### src/rtl/sdio_init_pkg.sv
// Shared types and constants for the SD/SDIO card initialization sequencer.
// States CMD55W/ACMD6 exist only when SDIO_WIDEBUS_EN is defined.
package sdio_init_pkg;

  typedef enum logic [3:0] {
    S_IDLE   = 4'd0,
    S_CMD0   = 4'd1,
    S_CMD8   = 4'd2,
    S_CMD55A = 4'd3,
    S_ACMD41 = 4'd4,
    S_CMD2   = 4'd5,
    S_CMD3   = 4'd6,
    S_CMD7   = 4'd7,
`ifdef SDIO_WIDEBUS_EN
    S_CMD55W = 4'd8,
    S_ACMD6  = 4'd9,
`endif
    S_DONE   = 4'd10,
    S_ERR    = 4'd11
  } state_e;

  localparam logic [5:0] CMD_GO_IDLE      = 6'd0;
  localparam logic [5:0] CMD_ALL_SEND_CID = 6'd2;
  localparam logic [5:0] CMD_SEND_RCA     = 6'd3;
  localparam logic [5:0] ACMD_SET_WIDTH   = 6'd6;
  localparam logic [5:0] CMD_SELECT       = 6'd7;
  localparam logic [5:0] CMD_SEND_IF_COND = 6'd8;
  localparam logic [5:0] ACMD_SEND_OP     = 6'd41;
  localparam logic [5:0] CMD_APP          = 6'd55;

  localparam logic [1:0] RSP_NONE  = 2'd0;
  localparam logic [1:0] RSP_SHORT = 2'd1;
  localparam logic [1:0] RSP_LONG  = 2'd2;

  localparam logic [2:0] ERR_NONE  = 3'd0;
  localparam logic [2:0] ERR_ECHO  = 3'd1;
  localparam logic [2:0] ERR_RETRY = 3'd2;
  localparam logic [2:0] ERR_RSP   = 3'd3;
  localparam logic [2:0] ERR_RCA   = 3'd4;

  localparam logic [31:0] CMD8_ARG = 32'h0000_01a5;

endpackage

### src/rtl/sdio_init_seq.sv
// SD/SDIO card initialization sequencer: CMD0..CMD7, optional 4-bit bus switch.
// Define SDIO_WIDEBUS_EN to compile in the CMD55/ACMD6 bus-width stage.
module sdio_init_seq
  import sdio_init_pkg::*;
#(
  parameter logic        OPT_HIGH_CAPACITY = 1'b1,
  parameter int          RETRY_MAX         = 1000,
  parameter logic [15:0] OCR_VOLT          = 16'hff80
) (
  input  logic         i_clk,
  input  logic         i_reset_n,
  input  logic         i_start,
  output logic         o_busy,
  output logic         o_done,
  output logic         o_err,
  output logic [2:0]   o_err_code,
  output logic         o_cmd_valid,
  input  logic         i_cmd_ready,
  output logic [5:0]   o_cmd,
  output logic [31:0]  o_cmd_arg,
  output logic [1:0]   o_rsp_type,
  input  logic         i_rsp_valid,
  input  logic         i_rsp_err,
  input  logic [119:0] i_rsp_data,
  output logic [15:0]  o_rca,
  output logic         o_hcs,
  output logic [119:0] o_cid,
  output logic [1:0]   o_width
);

  localparam logic [15:0] RETRY_LIM = 16'(RETRY_MAX);

  state_e         state_q, state_d;
  logic           wait_q, wait_d;      // 0 = ISSUE phase, 1 = WAIT phase
  logic [15:0]    retry_q, retry_d;
  logic           hcs_req_q, hcs_req_d;
  logic           hcs_q, hcs_d;
  logic [15:0]    rca_q, rca_d;
  logic [119:0]   cid_q, cid_d;
  logic [2:0]     err_code_q, err_code_d;
  logic           cmd_live;
  logic [15:0]    retry_inc;

`ifdef SDIO_WIDEBUS_EN
  logic           width_q, width_d;
  assign o_width = {1'b0, width_q};
`else
  assign o_width = 2'b00;
`endif

  // Command fields decode purely from state, so they cannot move while valid is held.
  always_comb begin
    cmd_live   = 1'b1;
    o_cmd      = CMD_GO_IDLE;
    o_cmd_arg  = 32'h0;
    o_rsp_type = RSP_SHORT;
    case (state_q)
      S_CMD0:   o_rsp_type = RSP_NONE;
      S_CMD8:   begin o_cmd = CMD_SEND_IF_COND; o_cmd_arg = CMD8_ARG; end
      S_CMD55A: o_cmd = CMD_APP;
      S_ACMD41: begin
        o_cmd     = ACMD_SEND_OP;
        o_cmd_arg = {1'b0, hcs_req_q, 6'h0, OCR_VOLT, 8'h0};
      end
      S_CMD2:   begin o_cmd = CMD_ALL_SEND_CID; o_rsp_type = RSP_LONG; end
      S_CMD3:   o_cmd = CMD_SEND_RCA;
      S_CMD7:   begin o_cmd = CMD_SELECT; o_cmd_arg = {rca_q, 16'h0}; end
`ifdef SDIO_WIDEBUS_EN
      S_CMD55W: begin o_cmd = CMD_APP; o_cmd_arg = {rca_q, 16'h0}; end
      S_ACMD6:  begin o_cmd = ACMD_SET_WIDTH; o_cmd_arg = 32'h2; end
`endif
      default: begin
        cmd_live   = 1'b0;
        o_rsp_type = RSP_NONE;
      end
    endcase
  end

  assign o_cmd_valid = cmd_live & ~wait_q;
  assign retry_inc   = retry_q + 16'd1;

  // NOTE: every _d gets its _q value first, so no path through this block leaves a latch.
  always_comb begin
    state_d    = state_q;
    wait_d     = wait_q;
    retry_d    = retry_q;
    hcs_req_d  = hcs_req_q;
    hcs_d      = hcs_q;
    rca_d      = rca_q;
    cid_d      = cid_q;
    err_code_d = err_code_q;
`ifdef SDIO_WIDEBUS_EN
    width_d    = width_q;
`endif
    if (state_q == S_IDLE || state_q == S_DONE || state_q == S_ERR) begin
      if (i_start) begin
        state_d    = S_CMD0;
        wait_d     = 1'b0;
        retry_d    = 16'h0;
        hcs_req_d  = 1'b0;
        hcs_d      = 1'b0;
        rca_d      = 16'h0;
        err_code_d = ERR_NONE;
`ifdef SDIO_WIDEBUS_EN
        width_d    = 1'b0;
`endif
      end
    end else if (!wait_q) begin
      if (i_cmd_ready) begin
        if (state_q == S_CMD0) state_d = S_CMD8;
        else                   wait_d  = 1'b1;
      end
    end else if (i_rsp_valid) begin
      wait_d = 1'b0;
      // CMD8 is the only command where a failed reply is a legitimate answer.
      if (i_rsp_err && state_q != S_CMD8) begin
        state_d    = S_ERR;
        err_code_d = ERR_RSP;
      end else begin
        case (state_q)
          S_CMD8: begin
            if (i_rsp_err) begin
              hcs_req_d = 1'b0;
              state_d   = S_CMD55A;
            end else if (i_rsp_data[11:0] != CMD8_ARG[11:0]) begin
              state_d    = S_ERR;
              err_code_d = ERR_ECHO;
            end else begin
              hcs_req_d = OPT_HIGH_CAPACITY;
              state_d   = S_CMD55A;
            end
          end
          S_CMD55A: state_d = S_ACMD41;
          S_ACMD41: begin
            if (i_rsp_data[31]) begin
              hcs_d   = i_rsp_data[30] & hcs_req_q;
              state_d = S_CMD2;
            end else begin
              retry_d = retry_inc;
              if (retry_inc == RETRY_LIM) begin
                state_d    = S_ERR;
                err_code_d = ERR_RETRY;
              end else begin
                state_d = S_CMD55A;
              end
            end
          end
          S_CMD2: begin
            cid_d   = i_rsp_data;
            state_d = S_CMD3;
          end
          S_CMD3: begin
            rca_d = i_rsp_data[31:16];
            if (i_rsp_data[31:16] == 16'h0) begin
              state_d    = S_ERR;
              err_code_d = ERR_RCA;
            end else begin
              state_d = S_CMD7;
            end
          end
`ifdef SDIO_WIDEBUS_EN
          S_CMD7:   state_d = S_CMD55W;
          S_CMD55W: state_d = S_ACMD6;
          S_ACMD6: begin
            width_d = 1'b1;
            state_d = S_DONE;
          end
`else
          S_CMD7:   state_d = S_DONE;
`endif
          default:  state_d = state_q;
        endcase
      end
    end
  end

  // NOTE: sequential state uses non-blocking assignments only.
  always_ff @(posedge i_clk or negedge i_reset_n) begin
    if (!i_reset_n) begin
      state_q    <= S_IDLE;
      wait_q     <= 1'b0;
      retry_q    <= 16'h0;
      hcs_req_q  <= 1'b0;
      hcs_q      <= 1'b0;
      rca_q      <= 16'h0;
      cid_q      <= '0;
      err_code_q <= ERR_NONE;
`ifdef SDIO_WIDEBUS_EN
      width_q    <= 1'b0;
`endif
    end else begin
      state_q    <= state_d;
      wait_q     <= wait_d;
      retry_q    <= retry_d;
      hcs_req_q  <= hcs_req_d;
      hcs_q      <= hcs_d;
      rca_q      <= rca_d;
      cid_q      <= cid_d;
      err_code_q <= err_code_d;
`ifdef SDIO_WIDEBUS_EN
      width_q    <= width_d;
`endif
    end
  end

  assign o_busy     = (state_q != S_IDLE) && (state_q != S_DONE) && (state_q != S_ERR);
  assign o_done     = (state_q == S_DONE);
  assign o_err      = (state_q == S_ERR);
  assign o_err_code = err_code_q;
  assign o_rca      = rca_q;
  assign o_hcs      = hcs_q;
  assign o_cid      = cid_q;

endmodule

### config.mk
export PLATFORM = sky130hd
export DESIGN_NAME = sdio_init_seq
export DESIGN_NICKNAME = d
export VERILOG_FILES = /design/src/rtl/sdio_init_pkg.sv /design/src/rtl/sdio_init_seq.sv
export SDC_FILE = /design/constraint.sdc
export NUM_CORES = 1
export LEC_CHECK = 0
export CAP_MARGIN = 5
export CORE_ASPECT_RATIO = 1.4
export CORE_UTILIZATION = 47
export DETAILED_ROUTE_END_ITERATION = 10
export DONT_BUFFER_PORTS = 1
export PLACE_DENSITY = 0.71
export SYNTH_ARGS = -nofsm -noshare
export SYNTH_HDL_FRONTEND = slang
export SYNTH_SLANG_ARGS = --single-unit
### constraint.sdc
create_clock -name i_clk -period 3 [get_ports i_clk]
set_clock_uncertainty 0.15 [all_clocks]
set_input_delay 0.15 -clock i_clk [delete_from_list [all_inputs] [get_ports i_clk]]
set_output_delay 0.15 -clock i_clk [all_outputs]
set_load 0.01 [all_outputs]
# [Yosys cells after proc, flatten, opt, wreduce, memory -nomap -nowiden]
# Cells that the tools add are included.
[word_totals] n_memories=0 latch_bits=0 ramBits=0 reg_bits=162 rom_bits=0 out_inout_bits=186
[classes] n_shift=0 reduce_logical=26 n_eq_ne=25 bitwise=5 div_mod_pow=0 multipliers=0 magnitude_cmp=0 muxes=59 addsub=1
[ops] op="$mux 16" n=12
[ops] op="$pmux 32 s3" n=1
[ops] op="$mux 4" n=12
[ops] op="$pmux 6 s6" n=1
[ops] op="$mux 3" n=10
[ops] op="$ne 4x4->1 const B" n=7
[ops] op="$pmux 4 s6" n=1
[ops] op="$mux 1" n=20
[ops] op="$reduce_and 6->1" n=3
[ops] op="$add 16x1->16 const B" n=1
[ops] op="$eq 16x10->1 const B" n=1
[ops] op="$eq 4x3->1 const B" n=4
[ops] op="$logic_not 16->1" n=1
[ops] op="$reduce_and 5->1" n=3
[ops] op="$ne 12x9->1 const B" n=1
[ops] op="$reduce_bool 2->1" n=6
[ops] op="$ne 9x1->1 const B" n=1
[ops] op="$pmux 3 s3" n=1
[ops] op="$reduce_and 9->1" n=1
[ops] op="$eq 4x2->1 const B" n=2
[ops] op="$eq 4x4->1 const B" n=2
[ops] op="$reduce_or 7->1" n=1
[ops] op="$reduce_bool 3->1" n=2
[ops] op="$reduce_bool 5->1" n=1
[ops] op="other kinds (14)" n=21

# [Longest topological paths before layout]
[logic_depth] word_depth=9 ltp_mapped=9 mapped_depth_nobuf=7

# [Least setup slack after synthesis]
# No wires, ideal clock.
[synth_path] kind="register -> register" from="register state_q[3]" to="register cid_q[119] (netlist: o_cid[119])" path_slack_ps=551 t_required_ps=2722 stages_incl_launch_ff=8 setup_time_ps=128 arrival_ps=2171 cell_sequence="dfrtp_1 > buf_2 > nor4b_2 > nand2b_1 > nand3_1 > buf_2 > buf_2 > mux2_1"
[synth_via] elab_chain_cells=5
[synth_lines] element="start, declared" line="sdio_init_seq.sv:33" text="state_e state_q, state_d;"
[synth_lines] element="start signal, assigned" line="sdio_init_seq.sv:192" text="state_q <= state_d;"
[synth_lines] element="$eq 4x4->1 / $logic_not 4->1 (equally long branches)" line="sdio_init_seq.sv:95" text="if (state_q == S_IDLE || state_q == S_DONE || state_q == S_ERR) begin"
[synth_lines] element="$logic_or 1x1->1 (2 in a row)" line="sdio_init_seq.sv:95"
[synth_lines] element="$not 1->1 (no line)"
[synth_lines] element="$reduce_and 5->1 (no line) *"
[synth_lines] element="end signal, assigned" line="sdio_init_seq.sv:198" text="cid_q <= cid_d;"
[synth_lines] element="end, declared" line="sdio_init_seq.sv:39" text="logic [119:0] cid_q, cid_d;"
# Mark *: on every way between the ends. The rest lies on a longest branch, timed or not.
# A chain may end at the register's enable or synchronous reset.

# [Worst setup path in the final report]
[layout_path] from="register state_q[0]" to="register wait_q"
[layout_via] elab_chain_cells=5
[layout_lines] element="$eq 4x1->1" line="sdio_init_seq.sv:110" text="if (state_q == S_CMD0) state_d = S_CMD8;"
[layout_lines] element="$mux 1" line="sdio_init_seq.sv:110"
[layout_lines] element="$mux 1" line="sdio_init_seq.sv:109" text="if (i_cmd_ready) begin"
[layout_lines] element="$mux 1" line="sdio_init_seq.sv:108" text="end else if (!wait_q) begin"
[layout_lines] element="$mux 1" line="sdio_init_seq.sv:95"
[layout_lines] element="end signal, assigned" line="sdio_init_seq.sv:193" text="wait_q <= wait_d;"
[layout_lines] element="end, declared" line="sdio_init_seq.sv:34" text="logic wait_q, wait_d;"
# Parallel ways exist; a longest one is shown, timed or not.

==> summary.md <==
| Metric | Value |
|---|---|
| Mapped Area | around 0.0073 mm² |
| Initial antenna violation count | 0 |
| Net Sw Power | between 2 and 3 mW |
| N_diodes | 0 |
| Root buffer cell | clkbuf_16 |
| Type of the most critical hold path | in -> async |
| I/O pins | approximately 310 |
| Critical Path Fanout Max | 19 |
| Critical path class | reg -> reg |
| Initial Utilization | 0.482 |
| Clock transition at the registers of the reported paths | approximately 0.07 ns |
| Clock tree buffer depth | 2 |
| Yosys warns | 0 |
| Crit path launch type | register |
| Pint | about 4.7 mW |
| FMAX | about 0.35 GHz |
| RSZ-0062 raised after global routing | yes |
| Vias | ~5500 |
| Synth cell types | just over 60 |
| Switching share of power | 0.373 |
| Routed Antenna Nets | 0 |
| Post-CTS Hold Fix Bufs | ~130 |
| Router iterations before antenna repair | 4 |
| Critical path buffers and inverters | 4 |
| Pwr dens | between 800 and 900 mW/mm² |
| Critical-path top delay cell | dlygate4sd3_1 |
| Clock sink count | 162 |
| Most frequent cell after synthesis | dfrtp_1 |
| Hold slack | -0.733 ns |
| Most used DFF post-synth | dfrtp_1 |
| Clock latency on the worst-skew pair | 0.42 ns |
| Post-synth EDFFs | 0 |
| DP HPWL | 13500 µm |
| Placement Setup Slack | 0.193 ns |
| Fraction of layout cells with a size suffix above 1 | 0.222 |
| Critical path's top delay family | buffers and inverters |
| Yosys reg bits | 162 |
| Largest stage delay on the critical path | roughly 0.56 ns |
| Placer Congestion | roughly 0.87 |
| Syn_area_per_cell | 12.0 µm² |
| # H-tree levels | 4 |
| Port Buffers | 0 |
| Worst r2r path cells | 9 |
| Compound-Gate Fraction of Synth Area | 0.0957 |
| Syn Inst Count | between 600 and 700 |
| Post-Synth Adder-Cell Area | 0.00172 |
| Count of final hold-check violations | around 160 |
| Critical Path AT | approximately 3.1 ns |
| Largest net degree at the start of global routing | 163 |
| Worst VDD drop | ~0.0005 V |
| Grt ovf | 0 |
| Period utilization | 0.960 |
| Layout Nets | about 860 |
| Post-synth ARST share | 1.00 |
| Top-area cell type share of the netlist area | 0.556 |
| Most frequent cells after synthesis | dfrtp_1 (162), mux2_2 (100), nand2_1 (48), o21ai_0 (45), nor2_1 (26) |
| XOR/XNOR share of the synthesized area | 0.00240 |
| DRT Wirelength | approximately 21000 µm |
| Critical path depth | 9 |
| Die width | 107 µm |
| Slew headroom | 0.289 |
| Core box area | 0.0151 mm² |
| Post-CTS Setup Bufs | 0 |
| Final worst path period need | about 2.9 ns |
| Design area | slightly above 0.009 mm² |
| Lkg Pwr | around 4.5 nW |
| # rows | 53 |
| Violated checks | negative hold slack |
| Worst-Margin Slew | about 1.1 ns |
| DP Area | approximately 0.0075 mm² |
| Sequential share of the synthesized area | 0.556 |
| CP most frequent cell | buf_4 |
| Cell accounting for the most synthesized area | dfrtp_1 |
| Critical R2R Launch | state_q[0]$_DFFE_PN0P_ |
| Global-route wire length before repair | between 30000 and 40000 µm |
| DR WL/cell | 22.9 µm |
| Via density per instance | about 5.9 |
| Initial drt markers | 239 |
| Max-cap violations | 0 |
| Combinational share of power | 0.241 |
| Vias in the first global route | around 5800 |
| Reg2reg end | wait_q$_DFFE_PN0P_ |
| Synth top area cells | dfrtp_1 (56%), mux2_2 (15%), mux2_1 (3.1%) |
| Area grow syn2layout | 27.5% |
| Crit end category | register |
| Worst path required time | approximately 3.2 ns |
| Simple-Gate Fraction of Synth Area | 0.114 |
| Flop2flop setup slack | 0.12 ns |
| Layout fillers | between 1000 and 1500 |
| Cells along the critical path | nor4_1, or2_0, buf_4, inv_1, buf_4, nand2_1, nand3_1, o21ai_0, dlygate4sd3_1 |
| Mux share of post-synthesis cell area | 0.188 |
| DRC viols | 0 |
| Worst setup margin | 0.119 ns |
| Pins over their slew limit | 0 |
| Die height | around 150 µm |
| Setup violations, final | 0 |
| Combinational family with the most area after synthesis | multiplexers |
| Setup TNS | 0 ns |
| Overall routing resource usage | 0.274 |
| Power share of the sequential group | 0.483 |
| Die area | 0.0160 mm² |
| Status | complete, but fails checks |
| TritonCTS Buffers | 17 |
| CTS tree | done |
| Clk pwr share | 0.275 |
-- worst max-delay path by stage --
| stage | startpoint | to | slack (ns) |
|---|---|---|---|
| 6_report | state_q[0]$_DFFE_PN0P_ | wait_q$_DFFE_PN0P_ | 0.12 |
| 5_1_grt | state_q[0]$_DFFE_PN0P_ | wait_q$_DFFE_PN0P_ | -0.06 |
| 4_1_cts | state_q[0]$_DFFE_PN0P_ | wait_q$_DFFE_PN0P_ | 0.15 |
| 3_5_place_dp | retry_q[0]$_DFFE_PN0P_ | o_err_code[2]$_DFFE_PN0P_ | 0.19 |
| 3_3_place_gp | retry_q[0]$_DFFE_PN0P_ | state_q[3]$_DFFE_PN0P_ | 0.29 |
| 2_1_floorplan | state_q[3]$_DFFE_PN0P_ | o_cid[119]$_DFFE_PN0P_ | 0.55 |
-- layout make-up --
class                      count  area, µm²  share of cell area
clock buffer                  20        437              0.0470
clock inverter                12        116              0.0125
inverter                       8       30.0             0.00323
multi-input combinational    399       3010               0.324
sequential                   162       4050               0.436
tap                          192        240              0.0258
timing repair buffer         141       1410               0.152
-- flip-flops by register name (all words and copies together) (netlist names) --
name and cells:
o_cid 120, o_rca 16, wait_q 1, state_q 4, o_hcs 1, hcs_req_q 1, retry_q 16, o_err_code 3
-- logic make-up (layout without fill, tap and decap cells) --
family | after synthesis | in the layout
other cells | 1 | 12
xor+xnor | 2 | 2
simple gates | 156 | 156
mux | 122 | 122
flops | 162 | 162
buf+inv | 58 | 181
compound gates | 106 | 106
fa+ha+maj | 1 | 1
-- power groups by stage --
stage	Combinational [mW]	Clock [mW]	Sequential, mW
floorplan	1.35	0	3.37
finish	1.82	2.07	3.64
detailed placement	1.61	0	3.63
CTS	1.77	2.09	3.60
global placement	1.55	0	3.61
global route	1.99	2.19	3.69
-- stage by stage --
stage | utilization | cells | total power, mW
final | 0.615 | 934 | 7.52
after global routing | 0.615 | 934 | 7.87
after CTS | 0.615 | 934 | 7.46
after detailed placement | 0.495 | 777 | 5.24
after global placement | 0.495 | 777 | 5.16
after floorplan | - | 619 | 4.72
-- metal layers --
layer  up-vias  share of wire  global-route usage
li1       2385              -                   -
met1      2747           0.36               0.311
met2       289           0.53               0.470
met3        47          0.078              0.0848
met4         0          0.034               0.124
met5         -              0                   0
-- cell usage in the layout (no fill, tap or decap), types with 4 or more instances in the layout --
cell type      count
nand2_1           48
mux2_1            20
o22ai_1            5
o21ai_0           45
conb_1            12
clkinv_4           4
buf_4             13
o31ai_1            7
a21oi_1           11
dfrtp_1          162
a21o_1            10
nor3_1            10
inv_1              8
nor4_1             7
nor2_1            26
inv_8              5
clkbuf_16         17
nand4_1            7
nand3_1           12
mux2_2           100
dlygate4sd3_1    125
and2_1            13
-- repair_timing --
item                                    in CTS  in global routing
gates resized for setup                      0                  1
endpoints found under the setup margin       0                 24
hold endpoints to repair                   310                162
(Power assumes the default switching activity.)
